`config.mk`:
```
export PLATFORM = sky130hd
export DESIGN_NAME = encoder_pwm_decoder
export DESIGN_NICKNAME = d
export VERILOG_FILES = /design/src/rtl/encoder_pkg.sv /design/src/rtl/pwm_ratio_div.sv /design/src/rtl/encoder_pwm_decoder.sv
export SDC_FILE = /design/constraint.sdc
export NUM_CORES = 1
export LEC_CHECK = 0
export CORE_ASPECT_RATIO = 1.5
export CORE_UTILIZATION = 35
export CTS_BUF_LIST = sky130_fd_sc_hd__clkbuf_16
export DETAILED_ROUTE_END_ITERATION = 10
export GPL_ROUTABILITY_DRIVEN = 0
export PLACE_DENSITY = 0.48
export SLEW_MARGIN = 25
export SYNTH_ARGS = -nofsm -noshare
export SYNTH_HDL_FRONTEND = slang
export SYNTH_SLANG_ARGS = --single-unit
```
`constraint.sdc`:
```
create_clock -name i_clk -period 2.82 [get_ports i_clk]
set_input_delay 0.564 -clock i_clk [delete_from_list [all_inputs] [get_ports i_clk]]
set_output_delay 0.564 -clock i_clk [all_outputs]
set_load 0.01 [all_outputs]
```
`src/rtl/encoder_pkg.sv`:
```
// Shared types and default widths for the encoder PWM position reader.
//   enc_pwm_state_t : acquisition FSM states
//   K_ENC_POS_W     : default position result width
//   K_ENC_CNT_W     : default high-time / period counter width
package encoder_pkg;

   typedef enum logic [2:0] {
      IDLE,
      ARM,
      HIGH,
      LOW,
      DIV,
      DONE
   } enc_pwm_state_t;

   localparam int unsigned K_ENC_POS_W = 12;
   localparam int unsigned K_ENC_CNT_W = 16;

endpackage

```
`src/rtl/pwm_ratio_div.sv`:
```
// Restoring divider producing Q_W quotient bits, one bit per clock.
// The caller guarantees i_num >> Q_W < i_den, so the quotient fits in Q_W bits
// and NUM_W == DEN_W + Q_W. Remainder is discarded.
// Ports:
//   i_clk, i_rst_n : clock, synchronous active-low reset
//   i_abort        : drop any division in flight
//   i_start        : load operands (ignored while busy)
//   i_num, i_den   : dividend, divisor
//   o_busy         : iterations in progress
//   o_done         : one-cycle pulse, o_q valid from this cycle until the next start
//   o_q            : quotient
module pwm_ratio_div #(
   parameter int unsigned NUM_W = 28,
   parameter int unsigned DEN_W = 16,
   parameter int unsigned Q_W   = 12
) (
   input  logic             i_clk,
   input  logic             i_rst_n,
   input  logic             i_abort,
   input  logic             i_start,
   input  logic [NUM_W-1:0] i_num,
   input  logic [DEN_W-1:0] i_den,
   output logic             o_busy,
   output logic             o_done,
   output logic [Q_W-1:0]   o_q
);

   localparam int unsigned CW = $clog2(Q_W + 1);

   logic [DEN_W-1:0] rem_q;
   logic [DEN_W-1:0] den_q;
   logic [Q_W-1:0]   lo_q;
   logic [Q_W-1:0]   q_q;
   logic [CW-1:0]    cnt_q;
   logic             busy_q;
   logic             done_q;

   logic [DEN_W:0]   trial;
   logic             fit;
   logic [DEN_W-1:0] rem_next;

   // Partial remainder stays below the divisor, so it always fits DEN_W bits.
   always_comb begin
      trial    = {rem_q, lo_q[Q_W-1]};
      fit      = (trial >= {1'b0, den_q});
      rem_next = fit ? DEN_W'(trial - {1'b0, den_q}) : trial[DEN_W-1:0];
   end

   always_ff @(posedge i_clk) begin
      if (!i_rst_n || i_abort) begin
         rem_q  <= '0;
         den_q  <= '0;
         lo_q   <= '0;
         q_q    <= '0;
         cnt_q  <= '0;
         busy_q <= 1'b0;
         done_q <= 1'b0;
      end else begin
         done_q <= 1'b0;
         if (i_start && !busy_q) begin
            rem_q  <= i_num[NUM_W-1 -: DEN_W];
            lo_q   <= i_num[Q_W-1:0];
            den_q  <= i_den;
            q_q    <= '0;
            cnt_q  <= CW'(Q_W);
            busy_q <= 1'b1;
         end else if (busy_q) begin
            rem_q <= rem_next;
            lo_q  <= lo_q << 1;
            q_q   <= {q_q[Q_W-2:0], fit};
            cnt_q <= cnt_q - CW'(1);
            if (cnt_q == CW'(1)) begin
               busy_q <= 1'b0;
               done_q <= 1'b1;
            end
         end
      end
   end

   assign o_busy = busy_q;
   assign o_done = done_q;
   assign o_q    = q_q;

endmodule

```
`src/rtl/encoder_pwm_decoder.sv`:
```
// PWM-position reader for absolute magnetic encoders.
// Measures high time H and period P of i_pwm in clock cycles and reports
// position = floor((H << POS_W) / P), in one-shot or continuous acquisition.
// Ports:
//   i_clk, i_rst_n   : clock, synchronous active-low reset
//   i_pwm            : asynchronous encoder PWM input
//   i_start          : pulse, begin acquisition (only honoured in IDLE/DONE)
//   i_continuous     : sampled at i_start, 1 = free-running
//   i_clear          : pulse, abort and clear everything back to IDLE
//   o_enc_pos        : latest position
//   o_period         : P of the frame that produced o_enc_pos
//   o_valid          : o_enc_pos valid (sticky)
//   o_busy           : acquisition or division in progress
//   o_timeout        : sticky, expected edge never arrived
//   o_overrun        : sticky, a frame closed while the divider was busy
module encoder_pwm_decoder
   import encoder_pkg::*;
#(
   parameter int unsigned POS_W       = K_ENC_POS_W,
   parameter int unsigned CNT_W       = K_ENC_CNT_W,
   parameter int unsigned SYNC_STAGES = 2
) (
   input  logic             i_clk,
   input  logic             i_rst_n,
   input  logic             i_pwm,
   input  logic             i_start,
   input  logic             i_continuous,
   input  logic             i_clear,
   output logic [POS_W-1:0] o_enc_pos,
   output logic [CNT_W-1:0] o_period,
   output logic             o_valid,
   output logic             o_busy,
   output logic             o_timeout,
   output logic             o_overrun
);

   function automatic logic [CNT_W-1:0] sat_inc(input logic [CNT_W-1:0] v);
      return (v == '1) ? v : v + CNT_W'(1);
   endfunction

   // Input synchroniser and registered edge detect
   logic [SYNC_STAGES-1:0] sync_q;
   logic                   prev_q;
   logic                   rise_q;
   logic                   fall_q;

   always_ff @(posedge i_clk) begin
      if (!i_rst_n) begin
         sync_q <= '0;
         prev_q <= 1'b0;
         rise_q <= 1'b0;
         fall_q <= 1'b0;
      end else begin
         sync_q <= {sync_q[SYNC_STAGES-2:0], i_pwm};
         prev_q <= sync_q[SYNC_STAGES-1];
         rise_q <= sync_q[SYNC_STAGES-1] & ~prev_q;
         fall_q <= ~sync_q[SYNC_STAGES-1] & prev_q;
      end
   end

   enc_pwm_state_t   state_q;
   logic             cont_q;
   logic [CNT_W-1:0] h_cnt_q;
   logic [CNT_W-1:0] p_cnt_q;
   logic [CNT_W-1:0] h_lat_q;
   logic [CNT_W-1:0] p_lat_q;
   logic [POS_W-1:0] pos_q;
   logic [CNT_W-1:0] period_q;
   logic             valid_q;
   logic             timeout_q;
   logic             overrun_q;

   logic             timeout_hit;
   logic             close;
   logic             div_start;
   logic [CNT_W-1:0] p_meas;
   logic             div_busy;
   logic             div_done;
   logic [POS_W-1:0] div_q;

   always_comb begin
      timeout_hit = (state_q inside {ARM, HIGH, LOW}) && (p_cnt_q == '1);
      close       = (state_q == LOW) && rise_q && !timeout_hit;
      div_start   = close && !div_busy && !i_clear;
      p_meas      = sat_inc(p_cnt_q);
   end

   pwm_ratio_div #(
      .NUM_W (CNT_W + POS_W),
      .DEN_W (CNT_W),
      .Q_W   (POS_W)
   ) u_div (
      .i_clk   (i_clk),
      .i_rst_n (i_rst_n),
      .i_abort (i_clear),
      .i_start (div_start),
      .i_num   ({h_lat_q, {POS_W{1'b0}}}),
      .i_den   (p_meas),
      .o_busy  (div_busy),
      .o_done  (div_done),
      .o_q     (div_q)
   );

   always_ff @(posedge i_clk) begin
      if (!i_rst_n || i_clear) begin
         state_q   <= IDLE;
         cont_q    <= 1'b0;
         h_cnt_q   <= '0;
         p_cnt_q   <= '0;
         h_lat_q   <= '0;
         p_lat_q   <= '0;
         pos_q     <= '0;
         period_q  <= '0;
         valid_q   <= 1'b0;
         timeout_q <= 1'b0;
         overrun_q <= 1'b0;
      end else begin
         // A division finishing is captured regardless of what the FSM is doing,
         // which is how continuous mode overlaps measurement with division.
         if (div_done) begin
            pos_q    <= div_q;
            period_q <= p_lat_q;
            valid_q  <= 1'b1;
         end
         if (timeout_hit) begin
            timeout_q <= 1'b1;
            h_cnt_q   <= '0;
            p_cnt_q   <= '0;
            state_q   <= cont_q ? ARM : DONE;
         end else begin
            case (state_q)
               IDLE, DONE: begin
                  if (i_start) begin
                     state_q   <= ARM;
                     cont_q    <= i_continuous;
                     valid_q   <= 1'b0;
                     timeout_q <= 1'b0;
                     overrun_q <= 1'b0;
                     h_cnt_q   <= '0;
                     p_cnt_q   <= '0;
                  end
               end
               ARM: begin
                  if (rise_q) begin
                     state_q <= HIGH;
                     h_cnt_q <= '0;
                     p_cnt_q <= '0;
                  end else begin
                     p_cnt_q <= sat_inc(p_cnt_q);
                  end
               end
               HIGH: begin
                  h_cnt_q <= sat_inc(h_cnt_q);
                  p_cnt_q <= sat_inc(p_cnt_q);
                  if (fall_q) begin
                     h_lat_q <= sat_inc(h_cnt_q);
                     state_q <= LOW;
                  end
               end
               LOW: begin
                  if (rise_q) begin
                     // Busy divider: drop this frame, let the running one finish.
                     if (div_busy) overrun_q <= 1'b1;
                     else          p_lat_q   <= p_meas;
                     h_cnt_q <= '0;
                     p_cnt_q <= '0;
                     state_q <= cont_q ? HIGH : DIV;
                  end else begin
                     p_cnt_q <= sat_inc(p_cnt_q);
                  end
               end
               DIV: begin
                  if (div_done) state_q <= DONE;
               end
               default: state_q <= IDLE;
            endcase
         end
      end
   end

   assign o_enc_pos = pos_q;
   assign o_period  = period_q;
   assign o_valid   = valid_q;
   assign o_busy    = !(state_q inside {IDLE, DONE}) || div_busy;
   assign o_timeout = timeout_q;
   assign o_overrun = overrun_q;

endmodule

```
==> impl_metrics.tcl, run 1 <==
set metrics [dict create \
    worst-setup-path-type "reg2reg" \
    regArea_um2 3090 \
    status "finished clean" \
    via_per_inst 5.28 \
    synthCells 894 \
    crit_chain "inv_1 -> ha_1 -> and4_1 -> a21oi_1 -> o2111ai_1 -> a21oi_2 -> buf_12 -> mux2_2 -> o22ai_1" \
    max_freq_mhz 386 \
    core-area_um2 21100 \
    start_util 0.358 \
    die-height_um 182 \
    row_count 65 \
    io_buffers 37 \
    yosysMostFrequentCell "dfxtp_1" \
    nFillCells 2171 \
    first_pass_iters 4 \
    synth_edf_count 0 \
    finalHoldViolCount 0 \
    wirelength_um 20300 \
    drive_gt1_frac 0.0807 \
    htreeDepth 4 \
    finalSetupViolations 0 \
    pwr_density_cell_nw_per_um2 520 \
    ys_types 73 \
    cts_tree "yes" \
    yosysSeqAreaShare 0.407 \
    grt_pass1_vias 6126 \
    track_usage 0.193 \
    cts_sinks 154 \
    crit_arrival_ns 2.94 \
    cts_buffer_depth 2 \
    slew_headroom 0.473 \
    cts_made_buffers 17 \
    synthArstFlopShare 0 \
    synth_area_leader_cell "dfxtp_1" \
    yosys_warnings 0 \
    fin_skew_ns 0.0104 \
    die_x_um 122 \
    synth_top_area_frac 0.407 \
    antenna_found_initial 0 \
    startpoint_type "register" \
    ctsHoldBuffers 0 \
    required_ns 3.17 \
    setup_tns_ns 0 \
    ff2ff_setup_slack_ns 0.23 \
    ys.flop_type "dfxtp_1" \
    hold_start "sync_q[1]" \
    cpPeakStageDelay_ns 0.38 \
    power_mw 4.61 \
    min_period_ns 2.59 \
    final.period_utilization 0.919 \
    multi_input_area_um2 4140 \
    netlist_area_um2 7580 \
    cp_max_fo 24 \
    grt_max_degree 47 \
    design_area_um2 8860 \
    synth_area_per_cell_um2 8.48 \
    vias 6384 \
    vdd_ir_drop_max_v 0.000387 \
    rr_endpoint "u_div.rem_q[1]" \
    p_leak_nw 2.99 \
    min_to "fall_q" \
    dieArea_um2 22300 \
    cts-root-buf "clkbuf_16" \
    synth_nets 921 \
    dr.first_iter.drc_count 346 \
    cp-end-kind "register" \
    placed_area_um2 8290 \
    syn_to_final_growth_pct 16.9 \
    num_io_pins 38 \
    synth.ff_latch_count 154 \
    wl_per_cell_um 16.8 \
    grt_pass1_wl_um 33000 \
    min_path_type "reg2reg" \
    r2r_start "u_div.den_q[10]" \
    worst_hold_path.num_cells 1 \
    post_cts_buffers 0 \
    clkTransAtPathRegs_ns 0.07 \
    slowest_stage "mux2_2" \
    maxCapViolCount 0 \
    route.detailed.drc 0 \
    dp_hpwl_um 15100 \
    ys_top_cells_by_count "dfxtp_1, nor2_1, a21oi_1, nand2_1, mux2i_1" \
    grt-ovfl-total 0 \
    synth_area_leaders "dfxtp_1, mux2i_1, a21oi_1, nor2_1, nand2_1" \
    r2r_cells 9 \
    slew_viol_final 0 \
    ant_nets 0 \
    rsz0062_at_grt "false" \
    tightest_slew_ns 0.790 \
    insertion_delay_ns 0.43 \
    num-nets-final 956 \
    antennaDiodeCount 0 \
    cts_resized 0 \
]
-- cells by family after synthesis --
kind of cell	Yosys count	share of synthesized area
AO/OA/AOI/OAI	232	0.197
XOR/XNOR	37	0.0428
adder cells (fa/ha/maj)	22	0.0370
buffers and inverters	77	0.0474
flip-flops	154	0.407
multiplexers	51	0.0675
AND/OR/NAND/NOR	321	0.202
-- sequential cells by signal, summed over array words and instances, names as in the netlist, 2 cells and up --
name         cells
h_cnt_q         16
h_lat_q         16
o_period        16
p_cnt_q         16
p_lat_q         16
u_div.den_q     16
u_div.rem_q     16
o_enc_pos       12
u_div.o_q       12
u_div.cnt_q      4
state_q          3
sync_q           2
-- report_power, final --
group	switching [mW]	total (mW)	internal, mW
Combinational	0.110	0.172	0.0623
Sequential	0.00608	2.19	2.18
Clock	0.946	2.25	1.30
Total	1.06	4.61	3.54
-- worst max-delay path by stage --
stage | start | to | slack [ns] | cells after the start
final | u_div.den_q[10] | u_div.rem_q[1] | 0.23 | 9
after CTS | u_div.den_q[10] | u_div.rem_q[1] | 0.26 | 9
after global placement | u_div.den_q[10] | u_div.rem_q[1] | 0.33 | 9
after detailed placement | u_div.den_q[10] | u_div.rem_q[1] | 0.29 | 9
after global routing | u_div.den_q[8] | u_div.rem_q[1] | 0.03 | 10
after floorplan | u_div.den_q[9] | u_div.rem_q[0] | 0.62 | 9
-- worst max-delay path: cells and delay by family (launching register included) --
family / cells / cell delay [ns]
AO/OA/AOI/OAI: 4 / 0.92
multiplexers: 1 / 0.38
adder cells (fa/ha/maj): 1 / 0.36
flip-flops: 1 / 0.34
buffers and inverters: 2 / 0.25
AND/OR/NAND/NOR: 1 / 0.25
-- metrics by stage --
| stage | setup slack (ns) | hold WS, ns | utilization | instances |
|---|---|---|---|---|
| 5_1_grt | 0.0318 | 0.447 | 0.419 | 1210 |
| 2_1_floorplan | 0.616 | 0.382 | - | 894 |
| 6_report | 0.229 | 0.413 | 0.419 | 1210 |
| 4_1_cts | 0.259 | 0.405 | 0.419 | 1210 |
| 3_3_place_gp | 0.334 | 0.389 | 0.392 | 1178 |
| 3_5_place_dp | 0.285 | 0.395 | 0.392 | 1178 |
-- area by class of cell --
type | instances | area share
clock buffer | 17 | 0.0480
clock inverter | 15 | 0.0168
inverter | 28 | 0.0119
multi-input combinational | 663 | 0.467
sequential | 154 | 0.348
tap | 268 | 0.0378
timing repair buffer | 65 | 0.0698
-- layout by cell type, fill, tap and decap left out, types with 4 or more instances in the layout --
| cell | count |
|---|---|
| a311oi_1 | 11 |
| and2_1 | 5 |
| nand3_1 | 27 |
| nand4_1 | 7 |
| xnor2_1 | 13 |
| nor2b_1 | 7 |
| a21o_1 | 5 |
| and3_1 | 11 |
| o211ai_1 | 13 |
| o21ai_0 | 36 |
| xor2_1 | 24 |
| buf_4 | 25 |
| clkbuf_16 | 17 |
| nand2_1 | 76 |
| o21a_1 | 11 |
| a21oi_1 | 88 |
| a31oi_1 | 11 |
| nor3b_1 | 7 |
| inv_6 | 4 |
| ha_1 | 20 |
| mux2i_1 | 50 |
| or3_1 | 14 |
| a21boi_0 | 5 |
| dfxtp_1 | 152 |
| nor2_1 | 114 |
| o22ai_1 | 7 |
| inv_1 | 28 |
| nor3_1 | 20 |
| and4_1 | 5 |
| a211oi_1 | 9 |
| clkdlybuf4s50_1 | 37 |
| nand2b_1 | 11 |
-- routing by layer --
layer  global-route usage  part of all wire  vias up  wire [um]
li1                     -                 -     3267          -
met1                0.227              0.44     3010       8950
met2                0.347              0.52       86      10600
met3               0.0325             0.020       21        412
met4               0.0683             0.018        0        375
met5                    0                 0        -          0
(Power assumes the default switching activity.)
==> inputs of run 2 (changes only) <==
--- a/config.mk
+++ b/config.mk
@@ -6,10 +6,12 @@
 export NUM_CORES = 1
 export LEC_CHECK = 0
 export CORE_ASPECT_RATIO = 1.5
+export CORE_MARGIN = 10
 export CORE_UTILIZATION = 35
 export CTS_BUF_LIST = sky130_fd_sc_hd__clkbuf_16
 export DETAILED_ROUTE_END_ITERATION = 10
 export GPL_ROUTABILITY_DRIVEN = 0
+export MAX_ROUTING_LAYER = met4
 export PLACE_DENSITY = 0.48
 export SLEW_MARGIN = 25
 export SYNTH_ARGS = -nofsm -noshare
==> impl_metrics.tcl, run 2 (same netlist as run 1, synthesis figures left out) <==
set metrics [dict create \
    status "finished clean" \
    vias 6338 \
    finalSetupViolations 0 \
    insertion_delay_ns 0.44 \
    maxCapViolCount 0 \
    io_buffers 37 \
    cts_sinks 154 \
    antennaDiodeCount 0 \
    wl_met3_um 580 \
    first_pass_iters 5 \
    num-nets-final 951 \
    power_mw 4.69 \
    max_freq_mhz 376 \
    drive_gt1_frac 0.0768 \
    core-area_um2 21100 \
    pwr_density_cell_nw_per_um2 531 \
    row_count 65 \
    layout_commonest_cell "dfxtp_1" \
    ff2ff_setup_slack_ns 0.17 \
    fin_skew_ns 0.0103 \
    final_cell_mix "dfxtp_1, nor2_1, a21oi_1" \
    track_usage 0.147 \
    met1Wirelength_um 8930 \
    die_x_um 140 \
    finalHoldViolCount 0 \
    ctsHoldBuffers 0 \
    num_io_pins 38 \
    wirelength_um 20100 \
    dr_wl_met2_um 10000 \
    top_layer "met4" \
    cp_max_fo 8 \
    dr.first_iter.drc_count 322 \
    crit_arrival_ns 2.09 \
    cts_resized 0 \
    required_ns 2.26 \
    min_period_ns 2.66 \
    die-height_um 200 \
    grt_max_degree 43 \
    route.detailed.drc 0 \
    post_cts_buffers 0 \
    dieArea_um2 28100 \
    antenna_found_initial 0 \
    setup_tns_ns 0 \
    htreeDepth 4 \
    vdd_ir_drop_max_v 0.000390 \
    cp-end-kind "output port" \
    grt-ovfl-total 0 \
    worst-setup-path-type "reg2out" \
    cts_tree "yes" \
    wl_per_cell_um 16.7 \
    holdWs_ns 0.414 \
    placed_area_um2 8240 \
    slew_headroom 0.383 \
    min_path_type "reg2reg" \
    final.period_utilization 0.942 \
    syn_to_final_growth_pct 16.6 \
    tightest_slew_ns 0.917 \
    clkTransAtPathRegs_ns 0.07 \
    cts-root-buf "clkbuf_16" \
    grt_pass1_wl_um 32800 \
    p_leak_nw 2.99 \
    dp_hpwl_um 14800 \
    design_area_um2 8830 \
    grt_pass1_vias 6105 \
    ant_nets 0 \
    slew_viol_final 0 \
    rsz0062_at_grt "false" \
    startpoint_type "register" \
    start_util 0.358 \
    cts_buffer_depth 2 \
    cts_made_buffers 17 \
    via_per_inst 5.26 \
]
-- run 2: layer usage --
metal | global-route usage | vias to the layer above
met3 | 0.0293 | 30
met5 | - | -
met1 | 0.170 | 2983
met2 | 0.240 | 84
met4 | 0.0632 | 0
li1 | - | 3241
-- run 2: power breakdown --
group | leakage (nW) | total, mW | switching (mW) | internal (mW)
clock network | 0.298 | 2.34 | 0.950 | 1.39
registers | 1.24 | 2.19 | 0.00628 | 2.18
logic | 1.45 | 0.162 | 0.108 | 0.0538
total | 2.99 | 4.69 | 1.06 | 3.63
-- run 2: cell type report --
class | instances | area [um^2]
flip-flops and latches | 154 | 3090
well taps | 268 | 335
fillers | 2203 | 12300
multi-input cells | 663 | 4140
repair buffers | 60 | 568
clock inverters | 15 | 174
inverters | 28 | 105
clock buffers | 17 | 425
-- run 2: final timing paths --
check                                    start             end  depth (start not counted)
worst max register to register  u_div.den_q[9]  u_div.rem_q[1]                          9
worst max-delay path                state_q[0]          o_busy                          4
worst min-delay path                 sync_q[1]          fall_q                          1
worst min register to register       sync_q[1]          fall_q                          1
-- run 2: critical path: stages, from the launching register on --
cell	delay [ns]
dfxtp_1	0.47
buf_4	0.21
xor2_1	0.26
or3_1	0.16
clkdlybuf4s50_1	0.54
-- run 2: metrics by stage --
step           setup slack, ns  utilization  cells
2_1_floorplan            0.616            -    894
3_3_place_gp             0.231        0.389   1173
3_5_place_dp             0.241        0.389   1173
4_1_cts                  0.154        0.418   1205
5_1_grt                0.00344        0.418   1205
6_report                 0.163        0.418   1205
